[src/rtl/dispatch_unit.sv]
// Dual-issue dispatch stage: hazard-checks the two FIFO head entries against a
// register busy scoreboard and loads up to two instructions into the issue stage.
module dispatch_unit #(
    parameter int DATA_W = 32
) (
    input  logic              clk,
    input  logic              rst,
    input  logic              flush,
    input  logic [DATA_W-1:0] fifo_data1,
    input  logic [DATA_W-1:0] fifo_data2,
    input  logic              fifo_empty,
    output logic [1:0]        invalid_en,
    input  logic              ex_ready,
    input  logic [1:0]        wb_en,
    input  logic [4:0]        wb_rd0,
    input  logic [4:0]        wb_rd1,
    output logic [1:0]        issue_valid,
    output logic [DATA_W-1:0] issue_data0,
    output logic [DATA_W-1:0] issue_data1,
    output logic [31:0]       dual_cnt,
    output logic [31:0]       stall_cnt
);

    logic [31:0] busy;
    logic [31:0] wb_clr;
    logic [31:0] effbusy;
    logic [31:0] set_mask;
    logic [31:0] busy_nxt;
    logic        pres0, pres1;
    logic        adv;
    logic        raw, waw;
    logic        go0, go1;

    function automatic logic [31:0] sat_inc(input logic [31:0] c);
        return (&c) ? c : c + 32'd1;
    endfunction

    function automatic logic [31:0] reg_bit(input logic en, input logic [4:0] r);
        return en ? (32'd1 << r) : 32'd0;
    endfunction

    // An entry's sources are clear when no used source register is still busy.
    function automatic logic src_ok(input logic [DATA_W-1:0] e, input logic [31:0] eb);
        return !(e[17] && eb[e[11:7]]) && !(e[18] && eb[e[16:12]]);
    endfunction

    function automatic logic writes_reg(input logic [DATA_W-1:0] e);
        return e[6] && (e[5:1] != 5'd0);
    endfunction

    always_comb begin
        pres0   = !fifo_empty && fifo_data1[0];
        pres1   = !fifo_empty && fifo_data2[0];
        adv     = !(|issue_valid) || ex_ready;
        wb_clr  = reg_bit(wb_en[0], wb_rd0) | reg_bit(wb_en[1], wb_rd1);
        effbusy = busy & ~wb_clr;

        raw = writes_reg(fifo_data1) &&
              ((fifo_data2[17] && fifo_data2[11:7]  == fifo_data1[5:1]) ||
               (fifo_data2[18] && fifo_data2[16:12] == fifo_data1[5:1]));
        waw = writes_reg(fifo_data1) && writes_reg(fifo_data2) &&
              (fifo_data1[5:1] == fifo_data2[5:1]);

        go0 = adv && pres0 && src_ok(fifo_data1, effbusy);
        go1 = go0 && pres1 && src_ok(fifo_data2, effbusy) &&
              !fifo_data1[20] && !fifo_data2[20] && !fifo_data2[19] && !raw && !waw;

        invalid_en = (rst && !flush) ? {go1, go0} : 2'b00;

        set_mask = reg_bit(invalid_en[0] && writes_reg(fifo_data1), fifo_data1[5:1]) |
                   reg_bit(invalid_en[1] && writes_reg(fifo_data2), fifo_data2[5:1]);
        // Set is applied after the clear so a same-cycle redefinition stays busy.
        busy_nxt = ((busy & ~wb_clr) | set_mask) & ~32'd1;
    end

    // Issue stage boundary: dispatched entries register here for the execute pipes.
    always_ff @(posedge clk) begin
        if (!rst) begin
            busy        <= '0;
            issue_valid <= '0;
            issue_data0 <= '0;
            issue_data1 <= '0;
            dual_cnt    <= '0;
            stall_cnt   <= '0;
        end else begin
            if (invalid_en == 2'b11)
                dual_cnt <= sat_inc(dual_cnt);
            if ((pres0 || pres1) && invalid_en == 2'b00)
                stall_cnt <= sat_inc(stall_cnt);
            if (flush) begin
                busy        <= '0;
                issue_valid <= '0;
                issue_data0 <= '0;
                issue_data1 <= '0;
            end else begin
                busy <= busy_nxt;
                if (adv) begin
                    issue_valid <= invalid_en;
                    issue_data0 <= invalid_en[0] ? fifo_data1 : '0;
                    issue_data1 <= invalid_en[1] ? fifo_data2 : '0;
                end
            end
        end
    end

endmodule
[config.mk]
export PLATFORM = sky130hd
export DESIGN_NAME = dispatch_unit
export DESIGN_NICKNAME = d
export VERILOG_FILES = /design/src/rtl/dispatch_unit.sv
export SDC_FILE = /design/constraint.sdc
export NUM_CORES = 1
export LEC_CHECK = 0
export CORE_MARGIN = 5
export CORE_UTILIZATION = 50
export DETAILED_ROUTE_END_ITERATION = 12
export PLACE_DENSITY = 0.78
export SLEW_MARGIN = 20
export SYNTH_ARGS = -nofsm -noshare
export SYNTH_HDL_FRONTEND = slang
export SYNTH_SLANG_ARGS = --single-unit
export TNS_END_PERCENT = 1
[constraint.sdc]
create_clock -name clk -period 4.1 [get_ports clk]
set_input_delay 0.82 -clock clk [delete_from_list [all_inputs] [get_ports clk]]
set_output_delay 0.82 -clock clk [all_outputs]
set_load 0.01 [all_outputs]
Word level (Yosys, flattened, before mapping)

Cells that the tools add are included.

Bits in registers: 162
Input port bits: 81
Output and inout bits: 132
Word-level logic and storage cells: 96

Add/sub/neg operators: 2
Order comparisons: 4
Equality and inequality tests: 4
Shift operators: 4
Multiplexer cells: 15
Bitwise gates (word level): 8
Reduce and logical (&&, ||, !) cells: 52

Operators by type and width:

| kind                                                       | count |
|---|---|
| 2-to-1 mux 32 bit                                          | 6 |
| left shift 1 x 5 -> 32 bit, first input constant           | 4 |
| OR 32 bit                                                  | 3 |
| adder 32 x 1 -> 32 bit, second input constant              | 2 |
| AND reduction 32 bit                                       | 2 |
| bitwise AND 32 bit                                         | 1 |
| NOT 32 bit                                                 | 1 |
| logical AND 1 bit                                          | 28 |
| less-than comparator 5 x 6 -> 1 bit, second input constant | 4 |
| binary-select mux 1 bit (select 5 bit)                     | 4 |
| equality test 5 bit                                        | 3 |
| zero test 1 bit                                            | 12 |
| nonzero test 5 bit                                         | 2 |
| 2-to-1 mux 1 bit                                           | 4 |
| AND reduction 2 bit                                        | 2 |
| OR reduction 2 bit                                         | 2 |
| logical OR 1 bit                                           | 3 |
| NOT 1 bit                                                  | 3 |
| equality test 2 bit, second input constant                 | 1 |
| zero test 2 bit                                            | 1 |
| 2-to-1 mux 2 bit                                           | 1 |

Depth between registers and ports, before layout

Depth after elaboration: 23
Gate-level depth with buffers: 14
Gate-level depth less buffers: 11

Worst setup path before layout

OpenSTA, ideal clock, no wires.

Path type: input-to-output
From: input port wb_rd1[2]
To: output port invalid_en[1]
Arrival time: 3.044 ns
Slack: 0.236 ns
Cell stages on the path: 11
Buffers on the path: 2
Path through: or4b_1 -> o221ai_1 -> mux2i_1 -> a21o_1 -> a222oi_1 -> a22o_1 -> and3_1 -> buf_4 -> nand2_4 -> inv_2 -> buf_4

Word-level cells in the longest chain between the ends: 19
Elaborated cells between the ends (all ways): 32
Those cells by class: 1 x shift; 10 x mux; 3 x bitwise; 18 x reduce/logical

Ends and longest elaborated chain:

| element                                | RTL line | source |
|---|---|---|
| start: declaration                     | 16       | `input logic [4:0] wb_rd1,` |
| left shift 1 x 5 -> 32 bit *           | 39       | `return en ? (32'd1 << r) : 32'd0;` |
| 2-to-1 mux 32 bit *                    | 39       |  |
| OR 32 bit *                            | 55       | `wb_clr = reg_bit(wb_en[0], wb_rd0) \| reg_bit(wb_en[1], wb_rd1);` |
| NOT 32 bit *                           | 56       | `effbusy = busy & ~wb_clr;` |
| bitwise AND 32 bit *                   | 56       |  |
| binary-select mux 1 bit (select 5 bit) | 44       | `return !(e[17] && eb[e[11:7]]) && !(e[18] && eb[e[16:12]]);` |
| 2-to-1 mux 1 bit (implied by the code) | 44       |  |
| logical AND 1 bit                      | 44       |  |
| zero test 1 bit                        | 44       |  |
| logical AND 1 bit                      | 44       |  |
| logical AND 1 bit                      | 64       | `go0 = adv && pres0 && src_ok(fifo_data1, effbusy);` |
| logical AND 1 bit                      | 65       | `go1 = go0 && pres1 && src_ok(fifo_data2, effbusy) &&` |
| logical AND 1 bit * (2 in series)      | 65       |  |
| logical AND 1 bit * (4 in series)      | 66       | `!fifo_data1[20] && !fifo_data2[20] && !fifo_data2[19] && !raw && !waw;` |
| 2-to-1 mux 2 bit *                     | 68       | `invalid_en = (rst && !flush) ? {go1, go0} : 2'b00;` |
| end: declaration                       | 12       | `output logic [1:0] invalid_en,` |

Mark *: on every way between the ends. The rest lies on a longest branch, timed or not. The select of a mux whose other input is x is not followed.

Worst setup path in the final report

From: input port wb_rd1[4]
To: output port invalid_en[1]

Same word-level chain as after synthesis.

==> impl_metrics.json <==
{
  "result_of_the_run": "finished clean",
  "worst_ep_required_ns": 3.28,
  "final_core_utilization": 0.7640,
  "worst-r2r-setup-slack_ns": 1.03,
  "design_area_sq_um": 13860,
  "period_share": 0.9794,
  "worst_pin_slew_ns": 0.7606,
  "synth-async-reset-ratio": 0,
  "wl_per_cell_um": 21.67,
  "die_height_um": 146.3,
  "mappedNetlistNets": 1196,
  "timing.rr.end": "stall_cnt[6]$_SDFFE_PN0P_",
  "dpl-instance-area_sq_um": 12830,
  "effective_utilization_at_floorplan": 0.5119,
  "final_hold_viol_count": 0,
  "critPathSlowestCell": "sky130_fd_sc_hd__a222oi_1",
  "post_route_cells_drive_above_1_share": 0.2342,
  "min-delay-start": "issue_data0[0]$_SDFFE_PP0P_",
  "global_route.overflow_total": 0,
  "via_count": 10650,
  "final_critical_delay_including_setup_and_external_delays_ns": 4.016,
  "gpl.final_weighted_congestion": 1.032,
  "timing.clock.skew_ns": 0.01414,
  "worstHoldPathType": "register to register",
  "synthDistinctLibCells": 79,
  "drt_first_pass_iters": 6,
  "end_kind": "output pin",
  "avgViaCountPerCell": 6.210,
  "timing.rr.start": "busy[26]$_SDFF_PP0_",
  "dr.first_iter.drc_count": 1075,
  "final-setup-viol-count": 0,
  "postRouteWirelength_mm": 37.16,
  "hold_depth": 2,
  "clock-sinks": 161,
  "synth_instances": 1113,
  "dominantRegCellSynth": "sky130_fd_sc_hd__dfxtp_1",
  "yosys-top-cells-area": "sky130_fd_sc_hd__dfxtp_1, sky130_fd_sc_hd__mux2i_1, sky130_fd_sc_hd__a22o_1",
  "maxClockFrequency_ghz": 0.2490,
  "leakage_uw": 0.004940,
  "yosysSeqAreaShare": 0.3469,
  "clkSlewWorstSetupHoldPaths_ns": 0.07,
  "timing.critical_path.cells": "clkdlybuf4s15_1 > buf_4 > nand4b_1 > buf_4 > o221ai_2 > buf_4 > o21ai_0 > a222oi_1 > a22o_1 > and3_4 > nand2_4 > inv_4 > buf_6",
  "cp_max_fo": 6,
  "synth_largest_area_cell": "sky130_fd_sc_hd__dfxtp_1",
  "netlist_top_cells_count": "sky130_fd_sc_hd__dfxtp_1, sky130_fd_sc_hd__nand2_1, sky130_fd_sc_hd__nor2_1, sky130_fd_sc_hd__nand2b_1, sky130_fd_sc_hd__clkbuf_1",
  "row_count": 49,
  "synth_enable_flop_cells": 0,
  "boundary_pin_count": 213,
  "critPathArrivalTime_ns": 3.20,
  "max_cap_viol_count": 0,
  "synth_top_area_frac": 0.3469,
  "critical-path-top-delay-family": "buffers and inverters",
  "global_route_wire_length_before_repair_mm": 57.59,
  "global_route.usage.total": 0.3346,
  "crit_buf_inv": 6,
  "antenna_found_initial": 0,
  "total_power_uw": 3634,
  "critical_path_class": "input pin to output pin",
  "fillCellCount": 1364,
  "antenna_cells_inserted": 0,
  "maximum_number_of_pins_on_one_net_before_global_route_repair": 82,
  "power.ir.vdd_worst_v": 0.0002964,
  "hold_path_end": "issue_data0[0]$_SDFFE_PP0P_",
  "drt_drc_violations_left": 0,
  "finish.net_count": 1556,
  "io_buffer_count": 212,
  "cellPowerDensity_nw_per_um2": 262.1,
  "detailedPlacementHpwl_mm": 27.25,
  "final.setup.tns_ns": 0,
  "worst_r2r_path_depth": 13,
  "postLayoutSetupSlackWorst_ns": 0.08448,
  "slew_headroom": 0.4919,
  "cts_root_buffer": "sky130_fd_sc_hd__clkbuf_16",
  "drtAntennaViolNets": 0,
  "synthesis.area_per_instance_sq_um": 8.347,
  "htreeDepth": 4,
  "vias_in_the_first_global_route": 10170,
  "dpl_ws_ns": -0.7172,
  "die-area_sq_um": 21410,
  "floorplan.core_area_sq_um": 18150,
  "path_common_cell": "sky130_fd_sc_hd__buf_4",
  "ys.warnings.count": 0,
  "tritoncts_clock_tree": "done",
  "syn_to_final_growth_pct": 49.24,
  "critical_path.startpoint_type": "input pin",
  "insertion_delay_ns": 0.43,
  "post_synth_design_cell_area_sq_um": 9290,
  "cts-buffers-inserted": 17,
  "yosys_register_bits": 161,
  "maxSlewViolCount": 0,
  "clock_tree.buffer_depth": 2,
  "post-synth-top-count-cell": "sky130_fd_sc_hd__dfxtp_1",
  "critPathMaxStageDelay_ns": 0.38,
  "die_x_um": 146.3
}
[logic make-up (layout without fill, tap and decap cells)]
family,after synthesis,count (layout),share of synthesized area
AND/OR/NAND/NOR,504,504,0.3030
AO/OA/AOI/OAI,269,269,0.2144
flip-flops,161,161,0.3469
buffers and inverters,106,479,0.05239
multiplexers,57,57,0.06734
XOR/XNOR,14,14,0.01320
adder cells (fa/ha/maj),2,2,0.002693
[where the power goes]
group          switching (uW)  total, uW  internal, uW
Sequential               7.76       1580          1570
Combinational             277        519           242
Clock                     736       1530           798
Total                    1020       3630          2610
[through the flow]
stage                     hold slack, ns  std cells
after global routing              0.4716       1715
final                             0.4438       1715
after detailed placement          0.4390       1665
after floorplan                   0.4666       1113
after global placement            0.4286       1665
after CTS                         0.4482       1705
[sequential cells by signal, indices dropped and copies added (netlist names)]
name and cells:
issue_valid 2, issue_data0 32, issue_data1 32, dual_cnt 32, busy 31, stall_cnt 32
[layout make-up]
cell class                      instances  area, sq um  area share
Multi-Input combinational cell        846         5924      0.4273
Clock inverter                         14        121.4    0.008754
Clock buffer                           18        429.2     0.03095
Timing Repair Buffer                  429         3807      0.2746
Sequential cell                       161         3223      0.2325
Tap cell                              229        286.5     0.02067
Inverter                               18        72.57    0.005234
[tightest hold or removal path, cell delays in order (launching register included)]
cell                      delay [ns]
sky130_fd_sc_hd__dfxtp_1        0.31
sky130_fd_sc_hd__nand2_1        0.05
sky130_fd_sc_hd__nand2_1        0.04
[layout by cell type, fill, tap and decap left out, types with 6 or more instances in the layout]
master and count:
sky130_fd_sc_hd__a31oi_1 28, sky130_fd_sc_hd__mux2i_1 49, sky130_fd_sc_hd__or3_1 11, sky130_fd_sc_hd__o211ai_1 8, sky130_fd_sc_hd__nand2_1 105, sky130_fd_sc_hd__nor3b_1 6
sky130_fd_sc_hd__nor2b_1 10, sky130_fd_sc_hd__and3_1 21, sky130_fd_sc_hd__o22ai_1 6, sky130_fd_sc_hd__nand4_1 34, sky130_fd_sc_hd__nor3_1 27, sky130_fd_sc_hd__clkdlybuf4s50_1 197
sky130_fd_sc_hd__or4_1 24, sky130_fd_sc_hd__dfxtp_1 161, sky130_fd_sc_hd__o21ai_1 14, sky130_fd_sc_hd__o31ai_1 33, sky130_fd_sc_hd__nor4_1 17, sky130_fd_sc_hd__o21ai_0 25
sky130_fd_sc_hd__nand4b_1 6, sky130_fd_sc_hd__xor2_1 8, sky130_fd_sc_hd__nor3_2 21, sky130_fd_sc_hd__nand3_1 49, sky130_fd_sc_hd__nor2_1 71, sky130_fd_sc_hd__a22o_1 50
sky130_fd_sc_hd__or2_2 8, sky130_fd_sc_hd__clkbuf_16 17, sky130_fd_sc_hd__a21oi_1 29, sky130_fd_sc_hd__buf_4 203, sky130_fd_sc_hd__inv_1 16, sky130_fd_sc_hd__xnor2_1 6
sky130_fd_sc_hd__o221ai_1 15, sky130_fd_sc_hd__o221ai_2 13, sky130_fd_sc_hd__buf_6 10, sky130_fd_sc_hd__nand2b_1 53
[routing by layer]
layer | vias up | wire [um] | track usage
li1 | 4949 | - | -
met1 | 5019 | 14730 | 0.4306
met2 | 567 | 17610 | 0.5411
met3 | 115 | 3097 | 0.07220
met4 | 0 | 1713 | 0.1477
met5 | - | 0 | 0
[worst max path at each step]
stage,endpoint,slack (ns),cells past startpoint,startpoint
after floorplan,invalid_en[1],0.24,11,wb_rd1[2]
after global placement,invalid_en[1],-0.74,13,wb_rd1[4]
after detailed placement,invalid_en[1],-0.72,13,wb_rd1[2]
after CTS,invalid_en[1],0.03,14,wb_rd0[4]
after global routing,invalid_en[1],-0.02,13,wb_rd1[4]
final,invalid_en[1],0.08,13,wb_rd1[4]
[timing repair]
action,in CTS,in global routing
resized for setup,60,41
buffers inserted,8,10
hold buffers,0,0
pin swaps,9,29
endpoints found under the setup margin,2,2
Power figures use the tool's default switching activity.
